==> src/rtl/div_pkg.sv <==
// div_pkg: shared state codes, handshake levels and helpers for the
// multi-cycle HI/LO divider sequencer.
package div_pkg;

    localparam int RegBus = 32;

    typedef enum logic [1:0] {
        DivFree   = 2'b00,
        DivByZero = 2'b01,
        DivOn     = 2'b10,
        DivEnd    = 2'b11
    } div_state_t;

    localparam logic DivResultReady    = 1'b1;
    localparam logic DivResultNotReady = 1'b0;
    localparam logic DivStart          = 1'b1;
    localparam logic DivStop           = 1'b0;

    // Magnitude of an operand: negate only for signed ops with MSB set.
    function automatic logic [RegBus-1:0] abs_if(input logic sgn, input logic [RegBus-1:0] x);
        return (sgn && x[RegBus-1]) ? (~x + 1'b1) : x;
    endfunction

    // Conditional two's-complement negate, used for the final sign fix.
    function automatic logic [RegBus-1:0] neg_if(input logic neg, input logic [RegBus-1:0] x);
        return neg ? (~x + 1'b1) : x;
    endfunction

endpackage

==> src/rtl/div.sv <==
// div: 32-bit signed/unsigned restoring divider sequencer.
//   clk, rst         : clock, async active-high reset
//   signed_div_i     : 1 = DIV, 0 = DIVU
//   opdata1_i/2_i    : dividend / divisor, sampled when leaving DivFree
//   start_i          : request, held until ready_o
//   annul_i          : flush, aborts an in-flight division
//   result_o         : {remainder, quotient}; valid while ready_o
//   ready_o          : result valid (high while in DivEnd)
//   stallreq_o       : pipeline stall while a division is outstanding
module div
    import div_pkg::*;
(
    input  logic              clk,
    input  logic              rst,
    input  logic              signed_div_i,
    input  logic [RegBus-1:0] opdata1_i,
    input  logic [RegBus-1:0] opdata2_i,
    input  logic              start_i,
    input  logic              annul_i,
    output logic [63:0]       result_o,
    output logic              ready_o,
    output logic              stallreq_o
);

    div_state_t        r_state, w_next;
    logic [5:0]        r_cnt;
    logic [64:0]       r_dividend;
    logic [RegBus-1:0] r_divisor;
    logic              r_q_neg, r_r_neg;
    logic [63:0]       r_result;

    logic              w_go;
    logic              w_done;
    logic [RegBus:0]   w_tmp;

    assign w_go   = (start_i == DivStart) && !annul_i;
    assign w_done = (r_cnt == 6'd32);
    // 33-bit trial subtract; bit 32 set means the partial remainder is too small.
    assign w_tmp  = {1'b0, r_dividend[63:32]} - {1'b0, r_divisor};

    assign stallreq_o = start_i & ~annul_i & ~ready_o;

    // State register
    always_ff @(posedge clk or posedge rst) begin
        if (rst) r_state <= DivFree;
        else     r_state <= w_next;
    end

    // Next-state logic
    always_comb begin
        w_next = r_state;
        case (r_state)
            DivFree:   if (w_go) w_next = (opdata2_i == '0) ? DivByZero : DivOn;
            DivByZero: w_next = DivEnd;
            DivOn: begin
                if (annul_i)     w_next = DivFree;
                else if (w_done) w_next = DivEnd;
            end
            DivEnd:    if (start_i == DivStop || annul_i) w_next = DivFree;
            default:   w_next = DivFree;
        endcase
    end

    // Outputs: ready and result are only exposed in DivEnd, so every exit
    // path (annul, reset, start drop) clears them without extra logic.
    always_comb begin
        ready_o  = DivResultNotReady;
        result_o = '0;
        if (r_state == DivEnd) begin
            ready_o  = DivResultReady;
            result_o = r_result;
        end
    end

    // Datapath
    always_ff @(posedge clk or posedge rst) begin
        if (rst) begin
            r_cnt      <= '0;
            r_dividend <= '0;
            r_divisor  <= '0;
            r_q_neg    <= 1'b0;
            r_r_neg    <= 1'b0;
            r_result   <= '0;
        end else begin
            case (r_state)
                DivFree: begin
                    r_result <= '0;
                    if (w_go && opdata2_i != '0) begin
                        r_cnt      <= '0;
                        r_dividend <= {32'b0, abs_if(signed_div_i, opdata1_i), 1'b0};
                        r_divisor  <= abs_if(signed_div_i, opdata2_i);
                        r_q_neg    <= signed_div_i & (opdata1_i[31] ^ opdata2_i[31]);
                        r_r_neg    <= signed_div_i & opdata1_i[31];
                    end
                end
                DivByZero: r_result <= '0;
                DivOn: begin
                    if (annul_i) begin
                        r_cnt    <= '0;
                        r_result <= '0;
                    end else if (!w_done) begin
                        if (w_tmp[RegBus]) r_dividend <= {r_dividend[63:0], 1'b0};
                        else               r_dividend <= {w_tmp[31:0], r_dividend[31:0], 1'b1};
                        r_cnt <= r_cnt + 6'd1;
                    end else begin
                        r_result <= {neg_if(r_r_neg, r_dividend[64:33]),
                                     neg_if(r_q_neg, r_dividend[31:0])};
                        r_cnt    <= '0;
                    end
                end
                DivEnd: if (start_i == DivStop || annul_i) r_result <= '0;
                default: r_result <= '0;
            endcase
        end
    end

endmodule

==> config.mk <==
export PLATFORM = sky130hd
export DESIGN_NAME = div
export DESIGN_NICKNAME = d
export VERILOG_FILES = /design/src/rtl/div_pkg.sv /design/src/rtl/div.sv
export SDC_FILE = /design/constraint.sdc
export NUM_CORES = 1
export LEC_CHECK = 0
export ABC_AREA = 1
export BUFFER_PORTS_ARGS = -buffer_cell sky130_fd_sc_hd__buf_2
export CAP_MARGIN = 20
export CORE_MARGIN = 8
export CORE_UTILIZATION = 35
export CTS_CLUSTER_SIZE = 10
export DETAILED_ROUTE_END_ITERATION = 8
export SLEW_MARGIN = 20
export SYNTH_ARGS = -nofsm -noshare
export SYNTH_HDL_FRONTEND = slang
export SYNTH_SLANG_ARGS = --single-unit
==> constraint.sdc <==
create_clock -name clk -period 5.14 [get_ports clk]
set_input_delay 0.257 -clock clk [delete_from_list [all_inputs] [get_ports clk]]
set_output_delay 0.257 -clock clk [all_outputs]
set_load 0.02 [all_outputs]
==> impl_metrics.toml <==
[layout]
final_core_utilization = 0.395
stdcell_count = 2806
syn_to_final_growth_pct = 12.1
fillers = 4212
antenna_cells = 0
nets = 2385
drive_gt1_frac = 0.0948
multi_input_area_sq_um = 7410
design_area_sq_um = 15200
layout.area.seq_sq_um = 4280

[pwr]
ir_worst_vdd_v = 0.000254
powerDensity_nw_per_um2 = 505
p_total_mw = 7.65
power_leakage_nw = 8.00

[drt]
drt_iter0_drc = 1081
dr_total_vias = 13701
detail_route.wl_per_cell_um = 15.7
totalWireLength_mm = 44.0
drc = 0
viasPerCell = 4.88
ant_nets = 0
drt_first_pass_iters = 5

[clocking]
ctsHtreeMaxLevel = 4
clk_latency_ps = 460
cts_max_path_buffers = 2
tritoncts = "done"
numCtsBuffers = 17
clk_pin_slew_ps = 70
cts_setup_buffers = 0
clock_tree.root_cell = "clkbuf_16"
cts_num_sinks = 171

[placement]
place_congestion = 0.904
pre_cts_ws_ps = 1990
dpl_cell_area_sq_um = 14500
dpl.cell_count = 2774
hpwl_mm = 34.4
portBuffers = 134

[hold_path]
min_path_cells = 4
hold_path.class = "input port to flip-flop"

[die]
start_util = 0.352
die_x_um = 212
core_area_sq_um = 38400
fp-row-count = 72
ioPinCount = 135
die_height_um = 212
die-area_sq_um = 45200

[yosys]
synth-edff-count = 0
yosys.area.top_type = "dfrtp_1"
synthFlopType = "dfrtp_1"
syn_avg_cell_area_sq_um = 6.20
synth_most_common_cell = "nand2_1"
synth_cells = 2181
syn_nets = 2290
async_flop_share = 1.00
synth_seq_area_share = 0.317
synth_top_area_share = 0.317
synth_area_leaders = "dfrtp_1 (32%), nand2_1 (19%), inv_1 (10%), nor2_1 (7.0%), nand3_1 (6.9%)"
synth_cell_types = 42
ys_ff_latch = 171
yosysWarningCount = 0
yosys-top-cells-count = "nand2_1 (669), inv_1 (376), nor2_1 (253), nand3_1 (186), dfrtp_1 (171)"
netlist_area_sq_um = 13500

[global_route]
grt_max_degree = 66
antenna_found_initial = 0
grt_pass1_vias = 13138
grt_first_pass_wirelength_mm = 70.3
grt_use_total = 0.196
gr-total-overflow = 0

[critical_path]
ff2ff_path_depth = 12
worstSetupPathType = "flip-flop to flip-flop"
crit_chain = "inv_2, nor2_2, inv_2, nor2_4, o21ai_4, nand2_4, inv_4, nand2_4, buf_4, a21oi_1, o21ai_0, o21ai_0"
endpoint_kind = "flip-flop"
cp_slowest_stage_delay_ps = 680
cpLargestDelayFamily = "simple AND/OR/NAND/NOR gates"
path_buf_inv = 4
crit_required_ps = 5450
critPathMaxFanout = 55
arrival_ps = 3430
cp_slowest_cell = "nor2_2"
start_kind = "flip-flop"
path_depth = 12

[sta]
drv_slew = 0
final-hold-violation-count = 0
skew_ps = 13.2
finalSetupViolCount = 0
finalWorstSetupSlack_ps = 2020
setup_tns_ps = 0
layout_min_cycle_time_ps = 3120
period_share = 0.607
worstMarginPinSlew_ps = 903
rsz0062_at_grt = "false"
maxSlewHeadroom = 0.397
fmax_mhz = 320
hold-worst-slack_ps = 128

[flow_run]
drv_cap = 0

[outcome]
status = "completed"
[tightest hold or removal path: cells and delay by family]
| kind | cells | cell delay [ps] |
|---|---|---|
| AO/OA/AOI/OAI | 1 | 70 |
| buffers and inverters | 1 | 100 |
| AND/OR/NAND/NOR | 2 | 110 |
[layout make-up]
class / instances / share of cell area
Multi-Input combinational cell: 1555 / 0.489
Sequential cell: 171 / 0.282
Inverter: 387 / 0.0966
Timing Repair Buffer: 144 / 0.0494
Tap cell: 518 / 0.0428
Clock buffer: 22 / 0.0306
Clock inverter: 9 / 0.00925
[registers in the layout, indices dropped and copies added (netlist names)]
name / flops
r_cnt: 6
r_dividend: 65
r_divisor: 32
r_q_neg: 1
r_r_neg: 1
r_result: 64
r_state: 2
[worst paths after layout]
kind                          startpoint        endpoint  slack (ps)
max in group asynchronous            rst  r_dividend[61]        3480
min                        opdata2_i[28]   r_divisor[28]         130
min in group asynchronous            rst    r_result[34]         420
min reg2reg                 r_divisor[9]    r_divisor[9]         490
max reg2reg                   r_state[1]    r_result[49]        2020
max                           r_state[1]    r_result[49]        2020
[routing by layer]
layer  GRT usage  up-vias  wire [um]  share of wire
met5           0        -          0              0
met4      0.0671        0       1310          0.030
met3      0.0293       70       1980          0.045
met2       0.346      336      21300           0.48
met1       0.242     6296      19400           0.44
li1            -     6999          -              -
[where the power goes]
| group | switching, mW | internal [mW] | leakage, nW | total [mW] |
|---|---|---|---|---|
| clock | 0.589 | 0.791 | 0.287 | 1.38 |
| combinational | 2.85 | 1.28 | 5.46 | 4.13 |
| sequential | 0.346 | 1.80 | 2.26 | 2.14 |
| total | 3.79 | 3.86 | 8.00 | 7.65 |
[layout by cell type, fill, tap and decap left out, types with 5 or more instances in the layout]
cell type,count
nand3b_1,5
o22ai_1,44
buf_2,134
o31ai_1,5
o21ai_1,54
a21oi_2,8
inv_2,8
nand4_1,27
nor3_1,17
dfrtp_1,171
a21oi_1,53
xnor2_1,17
nor2_1,253
nand2_2,7
buf_4,9
o21ai_0,97
xor2_1,37
clkbuf_16,17
inv_1,375
ha_1,39
nand2_1,668
o211ai_1,6
nand3_1,186
[timing repair]
item,in CTS,in global routing
gates resized for setup,0,0
hold buffers,1,0
hold endpoints to repair,57,0
[logic make-up after synthesis]
family | count (synthesis) | synth area share
AO/OA/AOI/OAI | 277 | 0.114
XOR/XNOR | 54 | 0.0350
adder cells (fa/ha/maj) | 40 | 0.0376
buffers and inverters | 455 | 0.135
flip-flops | 171 | 0.317
AND/OR/NAND/NOR | 1184 | 0.362
Note: power is estimated with default switching activity, not from simulation.
